File: src/rtl/switch_debouncer_pkg.sv
// Shared board constants and helpers for the switch input-conditioning stage.
package switch_debouncer_pkg;

   localparam int BOARD_CLK_HZ          = 100_000_000;
   localparam int DEBOUNCE_TICK_HZ      = 1000;
   localparam int DEBOUNCE_STABLE_TICKS = 20;

   typedef enum logic [1:0] {
      EDGE_NONE = 2'd0,
      EDGE_RISE = 2'd1,
      EDGE_FALL = 2'd2
   } edge_kind_e;

   // Ceiling log2, floored at 1 so a counter is never zero bits wide.
   function automatic int clog2(input int value);
      int result;
      result = 1;
      for (int i = 1; i < 31; i++) begin
         if ((32'sd1 <<< i) < value) begin
            result = i + 1;
         end
      end
      return result;
   endfunction

endpackage

File: src/rtl/switch_debouncer_checker.sv
// Structural properties of the debouncer outputs, checked in simulation.
module switch_debouncer_checker #(
   parameter int WIDTH = 8
) (
   input logic             clk,
   input logic             rst_n,
   input logic [WIDTH-1:0] sw_level,
   input logic [WIDTH-1:0] sw_rise,
   input logic [WIDTH-1:0] sw_fall,
   input logic             any_change,
   input logic             tick
);

   a_rise_fall_exclusive : assert property (@(posedge clk) disable iff (!rst_n)
      (sw_rise & sw_fall) == {WIDTH{1'b0}});

   a_any_change_is_or : assert property (@(posedge clk) disable iff (!rst_n)
      any_change == (|(sw_rise | sw_fall)));

   // A pulse always coincides with the first cycle of the new level.
   a_rise_matches_level : assert property (@(posedge clk) disable iff (!rst_n)
      (sw_rise & ~sw_level) == {WIDTH{1'b0}});

   a_fall_matches_level : assert property (@(posedge clk) disable iff (!rst_n)
      (sw_fall & sw_level) == {WIDTH{1'b0}});

   a_tick_single_cycle : assert property (@(posedge clk) disable iff (!rst_n)
      tick |=> !tick);

endmodule

File: src/rtl/switch_debouncer_debounce_cell.sv
// One switch bit: two-flop synchroniser, tick-qualified stability counter,
// debounced level and one-clk rise/fall pulses.
module switch_debouncer_debounce_cell
   import switch_debouncer_pkg::*;
#(
   parameter int   STABLE_TICKS = DEBOUNCE_STABLE_TICKS,
   parameter logic RESET_VAL    = 1'b0
) (
   input  logic clk,
   input  logic rst_n,
   input  logic sw_raw,
   input  logic tick,
   output logic sw_level,
   output logic sw_rise,
   output logic sw_fall,
   output logic accept
);

   localparam int               CNT_W    = clog2(STABLE_TICKS + 1);
   localparam logic [CNT_W-1:0] LAST_CNT = CNT_W'(STABLE_TICKS - 1);

   logic             meta_r;
   logic             sync_r;
   logic             level_r;
   logic [CNT_W-1:0] cnt_r;
   logic             rise_r;
   logic             fall_r;

   logic [CNT_W-1:0] cnt_nxt_s;
   logic             level_nxt_s;
   edge_kind_e       edge_s;

   // Two-stage synchroniser for the asynchronous switch input.
   always_ff @(posedge clk or negedge rst_n) begin
      if (!rst_n) begin
         meta_r <= RESET_VAL;
         sync_r <= RESET_VAL;
      end else begin
         meta_r <= sw_raw;
         sync_r <= meta_r;
      end
   end

   // Qualification: a mismatch must survive STABLE_TICKS ticks; any match restarts it.
   always_comb begin
      cnt_nxt_s   = '0;
      level_nxt_s = level_r;
      edge_s      = EDGE_NONE;
      if (sync_r == level_r) begin
         cnt_nxt_s = '0;
      end else if (!tick) begin
         cnt_nxt_s = cnt_r;
      end else if (cnt_r < LAST_CNT) begin
         cnt_nxt_s = cnt_r + CNT_W'(1);
      end else begin
         cnt_nxt_s   = '0;
         level_nxt_s = sync_r;
         edge_s      = sync_r ? EDGE_RISE : EDGE_FALL;
      end
   end

   // Counter, level and pulse registers.
   always_ff @(posedge clk or negedge rst_n) begin
      if (!rst_n) begin
         cnt_r   <= '0;
         level_r <= RESET_VAL;
         rise_r  <= 1'b0;
         fall_r  <= 1'b0;
      end else begin
         cnt_r   <= cnt_nxt_s;
         level_r <= level_nxt_s;
         rise_r  <= (edge_s == EDGE_RISE);
         fall_r  <= (edge_s == EDGE_FALL);
      end
   end

   // accept is the unregistered decision so the top can align any_change with the pulses.
   assign accept   = (edge_s != EDGE_NONE);
   assign sw_level = level_r;
   assign sw_rise  = rise_r;
   assign sw_fall  = fall_r;

endmodule

File: src/rtl/switch_debouncer.sv
// Switch input conditioning: shared tick prescaler, per-bit debounce cells and
// a combined change strobe; tick doubles as a clock-enable for downstream logic.
module switch_debouncer
   import switch_debouncer_pkg::*;
#(
   parameter int               WIDTH        = 8,
   parameter int               CLK_HZ       = BOARD_CLK_HZ,
   parameter int               TICK_HZ      = DEBOUNCE_TICK_HZ,
   parameter int               STABLE_TICKS = DEBOUNCE_STABLE_TICKS,
   parameter logic [WIDTH-1:0] RESET_VAL    = {WIDTH{1'b0}}
) (
   input  logic             clk,
   input  logic             rst_n,
   input  logic [WIDTH-1:0] sw_raw,
   output logic [WIDTH-1:0] sw_level,
   output logic [WIDTH-1:0] sw_rise,
   output logic [WIDTH-1:0] sw_fall,
   output logic             any_change,
   output logic             tick
);

   localparam int               PERIOD   = CLK_HZ / TICK_HZ;
   localparam int               PRE_W    = clog2(PERIOD);
   localparam logic [PRE_W-1:0] PRE_LAST = PRE_W'(PERIOD - 1);

   if (PERIOD < 32'sd2) begin : g_bad_period
      $error("switch_debouncer: CLK_HZ/TICK_HZ must be at least 2");
   end
   if (STABLE_TICKS < 32'sd1) begin : g_bad_stable
      $error("switch_debouncer: STABLE_TICKS must be at least 1");
   end
   if (WIDTH < 32'sd1) begin : g_bad_width
      $error("switch_debouncer: WIDTH must be at least 1");
   end

   logic [PRE_W-1:0] pre_cnt_r;
   logic [PRE_W-1:0] pre_cnt_nxt_s;
   logic             tick_r;
   logic             any_change_r;
   logic [WIDTH-1:0] accept_s;

   // Prescaler wraps at PERIOD-1.
   always_comb begin
      pre_cnt_nxt_s = '0;
      if (pre_cnt_r == PRE_LAST) begin
         pre_cnt_nxt_s = '0;
      end else begin
         pre_cnt_nxt_s = pre_cnt_r + PRE_W'(1);
      end
   end

   // Tick is registered off the terminal count, so the first one lands PERIOD clocks after release.
   always_ff @(posedge clk or negedge rst_n) begin
      if (!rst_n) begin
         pre_cnt_r <= '0;
         tick_r    <= 1'b0;
      end else begin
         pre_cnt_r <= pre_cnt_nxt_s;
         tick_r    <= (pre_cnt_r == PRE_LAST);
      end
   end

   for (genvar i = 0; i < WIDTH; i++) begin : g_cell
      switch_debouncer_debounce_cell #(
         .STABLE_TICKS (STABLE_TICKS),
         .RESET_VAL    (RESET_VAL[i])
      ) u_cell (
         .clk      (clk),
         .rst_n    (rst_n),
         .sw_raw   (sw_raw[i]),
         .tick     (tick_r),
         .sw_level (sw_level[i]),
         .sw_rise  (sw_rise[i]),
         .sw_fall  (sw_fall[i]),
         .accept   (accept_s[i])
      );
   end

   // Change strobe registered from the same decisions that set the pulse flops.
   always_ff @(posedge clk or negedge rst_n) begin
      if (!rst_n) begin
         any_change_r <= 1'b0;
      end else begin
         any_change_r <= |accept_s;
      end
   end

   assign tick       = tick_r;
   assign any_change = any_change_r;

   switch_debouncer_checker #(
      .WIDTH (WIDTH)
   ) u_checker (
      .clk        (clk),
      .rst_n      (rst_n),
      .sw_level   (sw_level),
      .sw_rise    (sw_rise),
      .sw_fall    (sw_fall),
      .any_change (any_change),
      .tick       (tick)
   );

endmodule

File: config.mk
export PLATFORM = sky130hd
export DESIGN_NAME = switch_debouncer
export DESIGN_NICKNAME = d
export VERILOG_FILES = /design/src/rtl/switch_debouncer_pkg.sv /design/src/rtl/switch_debouncer_checker.sv /design/src/rtl/switch_debouncer_debounce_cell.sv /design/src/rtl/switch_debouncer.sv
export SDC_FILE = /design/constraint.sdc
export NUM_CORES = 1
export LEC_CHECK = 0
export CAP_MARGIN = 40
export CORE_MARGIN = 1.5
export CORE_UTILIZATION = 62
export DETAILED_ROUTE_END_ITERATION = 16
export GPL_ROUTABILITY_DRIVEN = 0
export PLACE_DENSITY = 0.92
export SKIP_LAST_GASP = 1
export SYNTH_ARGS = -nofsm -noshare
export SYNTH_HDL_FRONTEND = slang
export SYNTH_SLANG_ARGS = --single-unit
export TNS_END_PERCENT = 50
File: constraint.sdc
create_clock -name clk -period 3.75 [get_ports clk]
set_input_delay 0.9375 -clock clk [delete_from_list [all_inputs] [get_ports clk]]
set_output_delay 0.9375 -clock clk [all_outputs]
set_load 0.03 [all_outputs]
After elaboration in Yosys (flattened, before gate mapping). Index checks and enable logic that the tools add are counted.

Register bits after elaboration: 99. Word-level logic and storage cells: 191.

Add/subtract/negate cells: 9. Order comparisons: 8. Equality and inequality tests: 25. Multiplexer cells: 57. Bitwise gates (word level): 16. Reductions and logical operators: 25.

Operator list (number): two-way mux 5 bit (24); two-way mux 2 bit (32); adder 5 x 1 -> 5 bit, second input constant (8); less-than comparator 5 bit, second input constant (8); nonzero test 2 bit (16); AND reduction 3 bit (8); adder 17 x 1 -> 17 bit, second input constant (1); equality test 17 bit, second input constant (1); two-way mux 17 bit (1); equality test 2 x 1 -> 1 bit, second input constant (8); equality test 2 bit, second input constant (8); NOT 1 bit (16); equality test 1 bit (8); OR reduction 8 bit (1).

Longest topological paths before layout. Gate-level depths: netlist of run 1.

Depth in word-level cells: 6. Mapped depth: 6. Gate-level depth less buffers: 5.

Hierarchy. A second synthesis of run 1 with hierarchy kept.

Cell total of the unflattened synthesis: 391. Area total of the unflattened synthesis: 4523.1 um2.

Modules (own cells, without submodules): switch_debouncer_debounce_cell (times used 8, cells an instance 39, area each 457.9 um2, sequential area each 250.2 um2); switch_debouncer (times used 1, cells an instance 79, area each 859.6 um2, sequential area each 475.5 um2).

Worst setup path after synthesis of run 1. Ideal clock, no wire load.

Path kind: reg2reg. Start point: register tick_r, in the netlist tick. End point: register g_cell[4].u_cell.level_r. Library setup time: 0.125 ns. Data arrival time: 1.401 ns. Data required time: 3.625 ns. Path slack: 2.224 ns. Stages on the path, launching flop included: 5. Path buffers: 1. Period minus slack after synthesis: 1.526 ns. Cell sequence: dfrtp_1 buf_2 nand2_1 nor2_1 mux2_2.

Word-level cells in the longest chain between the ends: 1.

RTL lines: start, declared (line switch_debouncer.sv:38) `logic tick_r;`; start signal, assigned (line switch_debouncer.sv:59) `tick_r <= (pre_cnt_r == PRE_LAST);`; AND reduction 3 bit (no source line); end signal, assigned (line switch_debouncer_debounce_cell.sv:71) `level_r <= level_nxt_s;`; end, declared (line switch_debouncer_debounce_cell.sv:24) `logic level_r;`.

Every way passes these cells. A chain may end at the register's enable or synchronous reset.

Worst setup path after layout of run 1.
Start point: register g_cell[0].u_cell.level_r. End point: output port sw_level[0].

RTL lines: start, declared (line switch_debouncer_debounce_cell.sv:24); start signal, assigned (line switch_debouncer_debounce_cell.sv:71); end, declared (line switch_debouncer.sv:15) `output logic [WIDTH-1:0] sw_level,`.

No word-level cell between the ends.

==> results.toml, run 1 <==
[placed_design]
dp.cells = 515
dp_hpwl_mm = 5.73
portBuffers = 35
place_ws_ps = 1710

[worst_hold_path]
hold_depth = 0
hold_end = "g_cell[7].u_cell.sync_r"
hp-class = "reg -> reg"
min_from = "g_cell[7].u_cell.meta_r"

[global_routing]
grt_pass1_wl_mm = 14.3
grt_pass1_vias = 3106
gr-total-overflow = 0
grt.total_usage_pct = 23.9
grt_max_degree = 42
antenna_found_initial = 0

[sta]
skew_ps = 9.09
min_period_ps = 2430
worst_pin_slew_ps = 599
grt_setup_unrepaired = "false"
finalSetupViolCount = 0
period_share_pct = 64.9
slew_viol_final = 0
postLayoutSetupSlackWorst_ps = 1320
fmax_mhz = 411
hold_violations = 0
slew_headroom_pct = 59.8
fin_setup_tns_ps = 0

[layout]
drive_above_1_share_pct = 8.99
num-nets-final = 449
post-route-util_pct = 72.0
antennaDiodeCount = 0
area.growth.synth_to_final_pct = 11.1
stdcell_count = 530

[worst_setup_path]
r2r-end = "g_cell[7].u_cell.sw_level"
crit_arrival_ps = 1500
ff2ff_setup_slack_ps = 1810
cp_slowest_cell = "clkdlybuf4s50_1"
path_class = "reg -> out"
path_delay_family = "buffers and inverters"
cp.buffers_inverters = 1
worstPathRequired_ps = 2810
cp_max_fo = 5
worstPathCellList = "clkdlybuf4s50_1"
start_kind = "flop"
r2r-start = "tick"
cp-end-kind = "primary output"
crit_path_max_incr_delay_ps = 700
worst_r2r_path_depth = 4

[synthesis]
syn_inst = 412
avgSynthCellArea_um2 = 10.9
ys_warn_count = 0
netlist_area_um2 = 4480
synth_seq_cells = 99
syn_nets = 431
synth_cell_types = 44
ys_seq_area_share_pct = 55.3

[floorplan]
rows = 30
coreArea_um2 = 6910
die_h_um = 88.0
start_util_pct = 64.9
die-area_um2 = 7750
ios = 36
die_w_um = 88.0

[pwr]
vdd_drop_max_mv = 0.279
leakagePower_nw = 2.08
power_density_nw_per_um2 = 375
p_total_mw = 1.86

[detailed_routing]
antenna_left = 0
drt-pass1-iter-count = 5
wl_mm = 8.42
vias_per_cell = 5.98
wl_per_cell_um = 15.9
vias = 3170
drc_errors = 0
dr.first_iter.drc_count = 140

[clock_tree]
cts_hold_buffers = 0
cts_root_buffer = "clkbuf_8"
ctsHtreeMaxLevel = 3
numCtsBuffers = 9
cts_resized = 0
cts_tree = "done"
clk_latency_ps = 370
clkTransAtPathRegs_ps = 90
cts_buffer_depth = 2
postCtsSetupBuffers = 0
clock-sinks = 99

[run]
drv_cap = 0

[outcome]
status = "finished, final reports clean"
routing by layer:
layer  vias up  track usage (%)  wire length [um]
met5         -                0                 0
met4         0             7.53               154
li1       1483                -                 -
met2        79             41.1              4450
met1      1592             28.7              3400
met3        16             7.63               415
how the worst max path moves through the flow:
stage	from	to	slack (ps)	cells after the start
after global routing	g_cell[0].u_cell.sw_level	sw_level[0]	1250	1
after global placement	g_cell[3].u_cell.sw_level	sw_level[3]	1740	1
after CTS	g_cell[0].u_cell.sw_level	sw_level[0]	1310	1
final	g_cell[0].u_cell.sw_level	sw_level[0]	1320	1
after floorplan	tick	g_cell[4].u_cell.sw_level	2220	4
after detailed placement	g_cell[6].u_cell.sw_level	sw_level[6]	1710	1
placed cells by master (no fill, tap or decap), types with 2 or more instances in the layout:
| master | netlist | final |
|---|---|---|
| a211oi_1 | 8 | 8 |
| a21oi_1 | 17 | 17 |
| a22oi_1 | 10 | 10 |
| a31oi_1 | 7 | 7 |
| a41oi_1 | 8 | 8 |
| and3_1 | 4 | 4 |
| and4_1 | 2 | 2 |
| buf_4 | 24 | 4 |
| bufinv_16 | 0 | 2 |
| clkbuf_8 | 0 | 9 |
| clkdlybuf4s50_1 | 0 | 34 |
| dfrtp_1 | 99 | 99 |
| ha_1 | 9 | 9 |
| inv_1 | 10 | 10 |
| mux2_2 | 8 | 8 |
| mux2i_1 | 9 | 9 |
| nand2_1 | 29 | 29 |
| nand3_1 | 11 | 11 |
| nand3b_1 | 7 | 7 |
| nand4_1 | 7 | 7 |
| nor2_1 | 36 | 36 |
| nor3_1 | 21 | 21 |
| nor3b_1 | 8 | 8 |
| nor4_1 | 4 | 4 |
| o21a_1 | 7 | 7 |
| o21ai_0 | 16 | 16 |
| or2_2 | 4 | 4 |
| or3_1 | 2 | 2 |
| or3_4 | 2 | 2 |
| xnor2_1 | 16 | 16 |
| xor2_1 | 7 | 7 |
power by group:
part           internal, mW  switching (mW)  total (mW)
clock                 0.374           0.366       0.740
combinational        0.0132          0.0295      0.0427
sequential             1.08         0.00647        1.08
final cells by class:
type	instances	area (um^2)
fillers	484	1930
clock buffers	9	124
well taps	96	120
flip-flops and latches	99	2480
multi-input cells	271	1750
inverters	11	41.3
clock inverters	6	90.1
repair buffers	38	370
stage by stage:
| step | hold WS [ps] | area, um^2 |
|---|---|---|
| 2_1_floorplan | 331 | 4480 |
| 3_3_place_gp | 335 | 4760 |
| 3_5_place_dp | 336 | 4760 |
| 4_1_cts | 357 | 4980 |
| 5_1_grt | 366 | 4980 |
| 6_report | 354 | 4980 |
worst register-to-register path: stages, from the launching register on:
cell and delay, ps:
dfrtp_1 350, buf_4 370, inv_2 320, or3_4 500, mux2_2 280
sequential cells by signal, summed over array words and instances (netlist names):
| name | count |
|---|---|
| g_cell.u_cell.sw_fall | 8 |
| g_cell.u_cell.cnt_r | 40 |
| any_change | 1 |
| g_cell.u_cell.sync_r | 8 |
| pre_cnt_r | 17 |
| tick | 1 |
| g_cell.u_cell.sw_level | 8 |
| g_cell.u_cell.sw_rise | 8 |
| g_cell.u_cell.meta_r | 8 |
cells in the mapped netlist (all sizes together):
library cell  number  share of area (%)
a211oi             8                1.3
a21oi             17                1.9
a22oi             10                1.7
a31oi              7               0.98
a41oi              8                1.6
and2               1               0.14
and3               4               0.56
and4               3               0.61
and4bb             1               0.28
buf               27                4.3
clkbuf             4               0.34
dfrtp             99                 55
ha                 9                2.5
inv               11               0.92
mux2               8                2.0
mux2i              9                2.0
nand2             29                2.4
nand2b             1               0.14
nand3             12                1.5
nand3b             7                1.2
nand4              7               0.98
nor2              36                3.0
nor2b              1               0.14
nor3              22                2.6
nor3b              8                1.3
nor4               4               0.56
nor4b              1               0.20
nor4bb             1               0.22
o21a               7                1.2
o21ai             16                1.8
o31a               1               0.20
o31ai              1               0.17
or2                4               0.56
or3                5               0.95
xnor2             16                3.1
xor2               7                1.4
cell families after synthesis:
group                    count (synthesis)  share of synthesized area (%)
AND/OR/NAND/NOR                        147                           17.3
flip-flops                              99                           55.3
AO/OA/AOI/OAI                           75                           10.8
buffers and inverters                   42                           5.58
XOR/XNOR                                23                           4.50
multiplexers                            17                           4.02
adder cells (fa/ha/maj)                  9                           2.51
No activity file was read; power rests on OpenSTA's default activity.
==> run 2, diff against run 1 <==
CORE_UTILIZATION = 58   (was 62)
PLACE_DENSITY = 0.88   (was 0.92)
clock period = 2.3 ns   (was 3.75 ns; I/O delays follow)
==> results.toml, run 2 (synthesis results as in run 1) <==
[layout]
final_common_cell = "dfrtp_1"
nFillCells = 538
regMostFlops = "g_cell.u_cell.cnt_r"
drive_above_1_share_pct = 8.76
stdcell_count = 533
antennaDiodeCount = 0
layout_common_cells = "dfrtp_1 (99), nor2_1 (36), clkdlybuf4s50_1 (33)"
final_cell_area_um2 = 4980
reg_top3 = "g_cell.u_cell.cnt_r x40, pre_cnt_r x17"
num-nets-final = 450
largest_reg_flops = 40
post-route-util_pct = 67.6
area.growth.synth_to_final_pct = 11.1

[detailed_routing]
vias_per_cell = 5.96
antenna_left = 0
drt-pass1-iter-count = 4
vias = 3177
wl_per_cell_um = 15.5
drc_errors = 0
dr.first_iter.drc_count = 200
wl_mm = 8.26

[pwr]
power_density_nw_per_um2 = 598
vdd_drop_max_mv = 0.321
p_total_mw = 2.98
leakagePower_nw = 2.08

[sta]
slew_headroom_pct = 60.7
hold_violations = 0
fin_setup_tns_ps = 0
period_share_pct = 89.3
hold_ws_ps = 249
finalSetupViolCount = 0
slew_viol_final = 0
min_period_ps = 2050
grt_setup_unrepaired = "false"
worst_pin_slew_ps = 586
fmax_mhz = 487
postLayoutSetupSlackWorst_ps = 247
skew_ps = 9.00

[clock_tree]
cts_tree = "done"
clkTransAtPathRegs_ps = 90
clk_latency_ps = 360
cts_root_buffer = "clkbuf_8"
clock-sinks = 99
postCtsSetupBuffers = 0
cts_buffer_depth = 2
cts_resized = 0
numCtsBuffers = 9
cts_hold_buffers = 0
ctsHtreeMaxLevel = 3

[floorplan]
start_util_pct = 60.8
die_w_um = 90.9
die-area_um2 = 8260
ios = 36
die_h_um = 90.9
rows = 31
coreArea_um2 = 7370

[worst_setup_path]
cp-end-kind = "primary output"
worstPathCellList = "clkdlybuf4s50_1"
crit_start = "g_cell[4].u_cell.sw_level"
r2r-start = "g_cell[2].u_cell.cnt_r[0]"
start_kind = "flop"
cp_max_fo = 4
path_delay_family = "buffers and inverters"
cp_slowest_cell = "clkdlybuf4s50_1"
crit_path_max_incr_delay_ps = 690
r2r-end = "any_change"
cp.buffers_inverters = 1
path_class = "reg -> out"
worstPathRequired_ps = 1730
crit_arrival_ps = 1480
crit_end = "sw_level[4]"
worst_r2r_path_depth = 4
cp.depth = 1
ff2ff_setup_slack_ps = 300

[global_routing]
grt_pass1_wl_mm = 14.2
grt.total_usage_pct = 21.6
gr-total-overflow = 0
grt_max_degree = 100
antenna_found_initial = 0
grt_pass1_vias = 3125

[placed_design]
place_ws_ps = 460
place_area_um2 = 4780
dp.cells = 519
portBuffers = 35
dp_hpwl_mm = 5.48

[worst_hold_path]
hp-class = "in -> async"

[run]
drv_cap = 0

[outcome]
status = "finished, final reports clean"
==> run 2: changes by cell type in the layout (fill, tap and decap cells not counted) <==
cell	previous run	this run
clkbuf_1	0	2
clkdlybuf4s50_1	34	33
inv_6	1	0
buf_12	0	1
clkinv_4	1	0
buf_4	4	5
clkinvlp_4	1	0
==> run 2: worst min path at each step <==
stage                                  from                         to  depth (start not counted)
floorplan                             rst_n                 any_change                          0
global placement    g_cell[1].u_cell.meta_r    g_cell[1].u_cell.sync_r                          0
detailed placement  g_cell[0].u_cell.meta_r    g_cell[0].u_cell.sync_r                          0
CTS                                   rst_n   g_cell[6].u_cell.sw_rise                          2
global route                          rst_n  g_cell[7].u_cell.sw_level                          2
finish                                rst_n   g_cell[6].u_cell.sw_rise                          2
==> run 2: final cells by class <==
| cell class | instances | area [um^2] | area share (%) |
|---|---|---|---|
| clock buffer | 11 | 131 | 2.64 |
| clock inverter | 3 | 65.1 | 1.31 |
| inverter | 11 | 41.3 | 0.829 |
| multi-input combinational | 271 | 1750 | 35.2 |
| sequential | 99 | 2480 | 49.7 |
| tap | 99 | 124 | 2.49 |
| timing repair buffer | 39 | 388 | 7.79 |
==> run 2: routing by layer <==
layer	global-route usage (%)	vias to the layer above	share of wire [%]
li1	-	1492	-
met1	26.0	1601	41
met2	36.9	67	53
met3	5.81	17	3.2
met4	8.59	0	2.6
met5	0	-	0
==> run 2: worst reg2reg max path, delay by kind of cell, from the launching register on <==
kind            cells  cell delay [ps]
simple gates        3              860
flops               1              440
compound gates      1              560
==> run 2: power by group <==
group	switching, mW	total, mW	internal (mW)	leakage (nW)
Sequential	0.0111	1.76	1.75	1.33
Combinational	0.0476	0.0716	0.0240	0.652
Clock	0.544	1.14	0.600	0.0992
Total	0.602	2.98	2.38	2.08
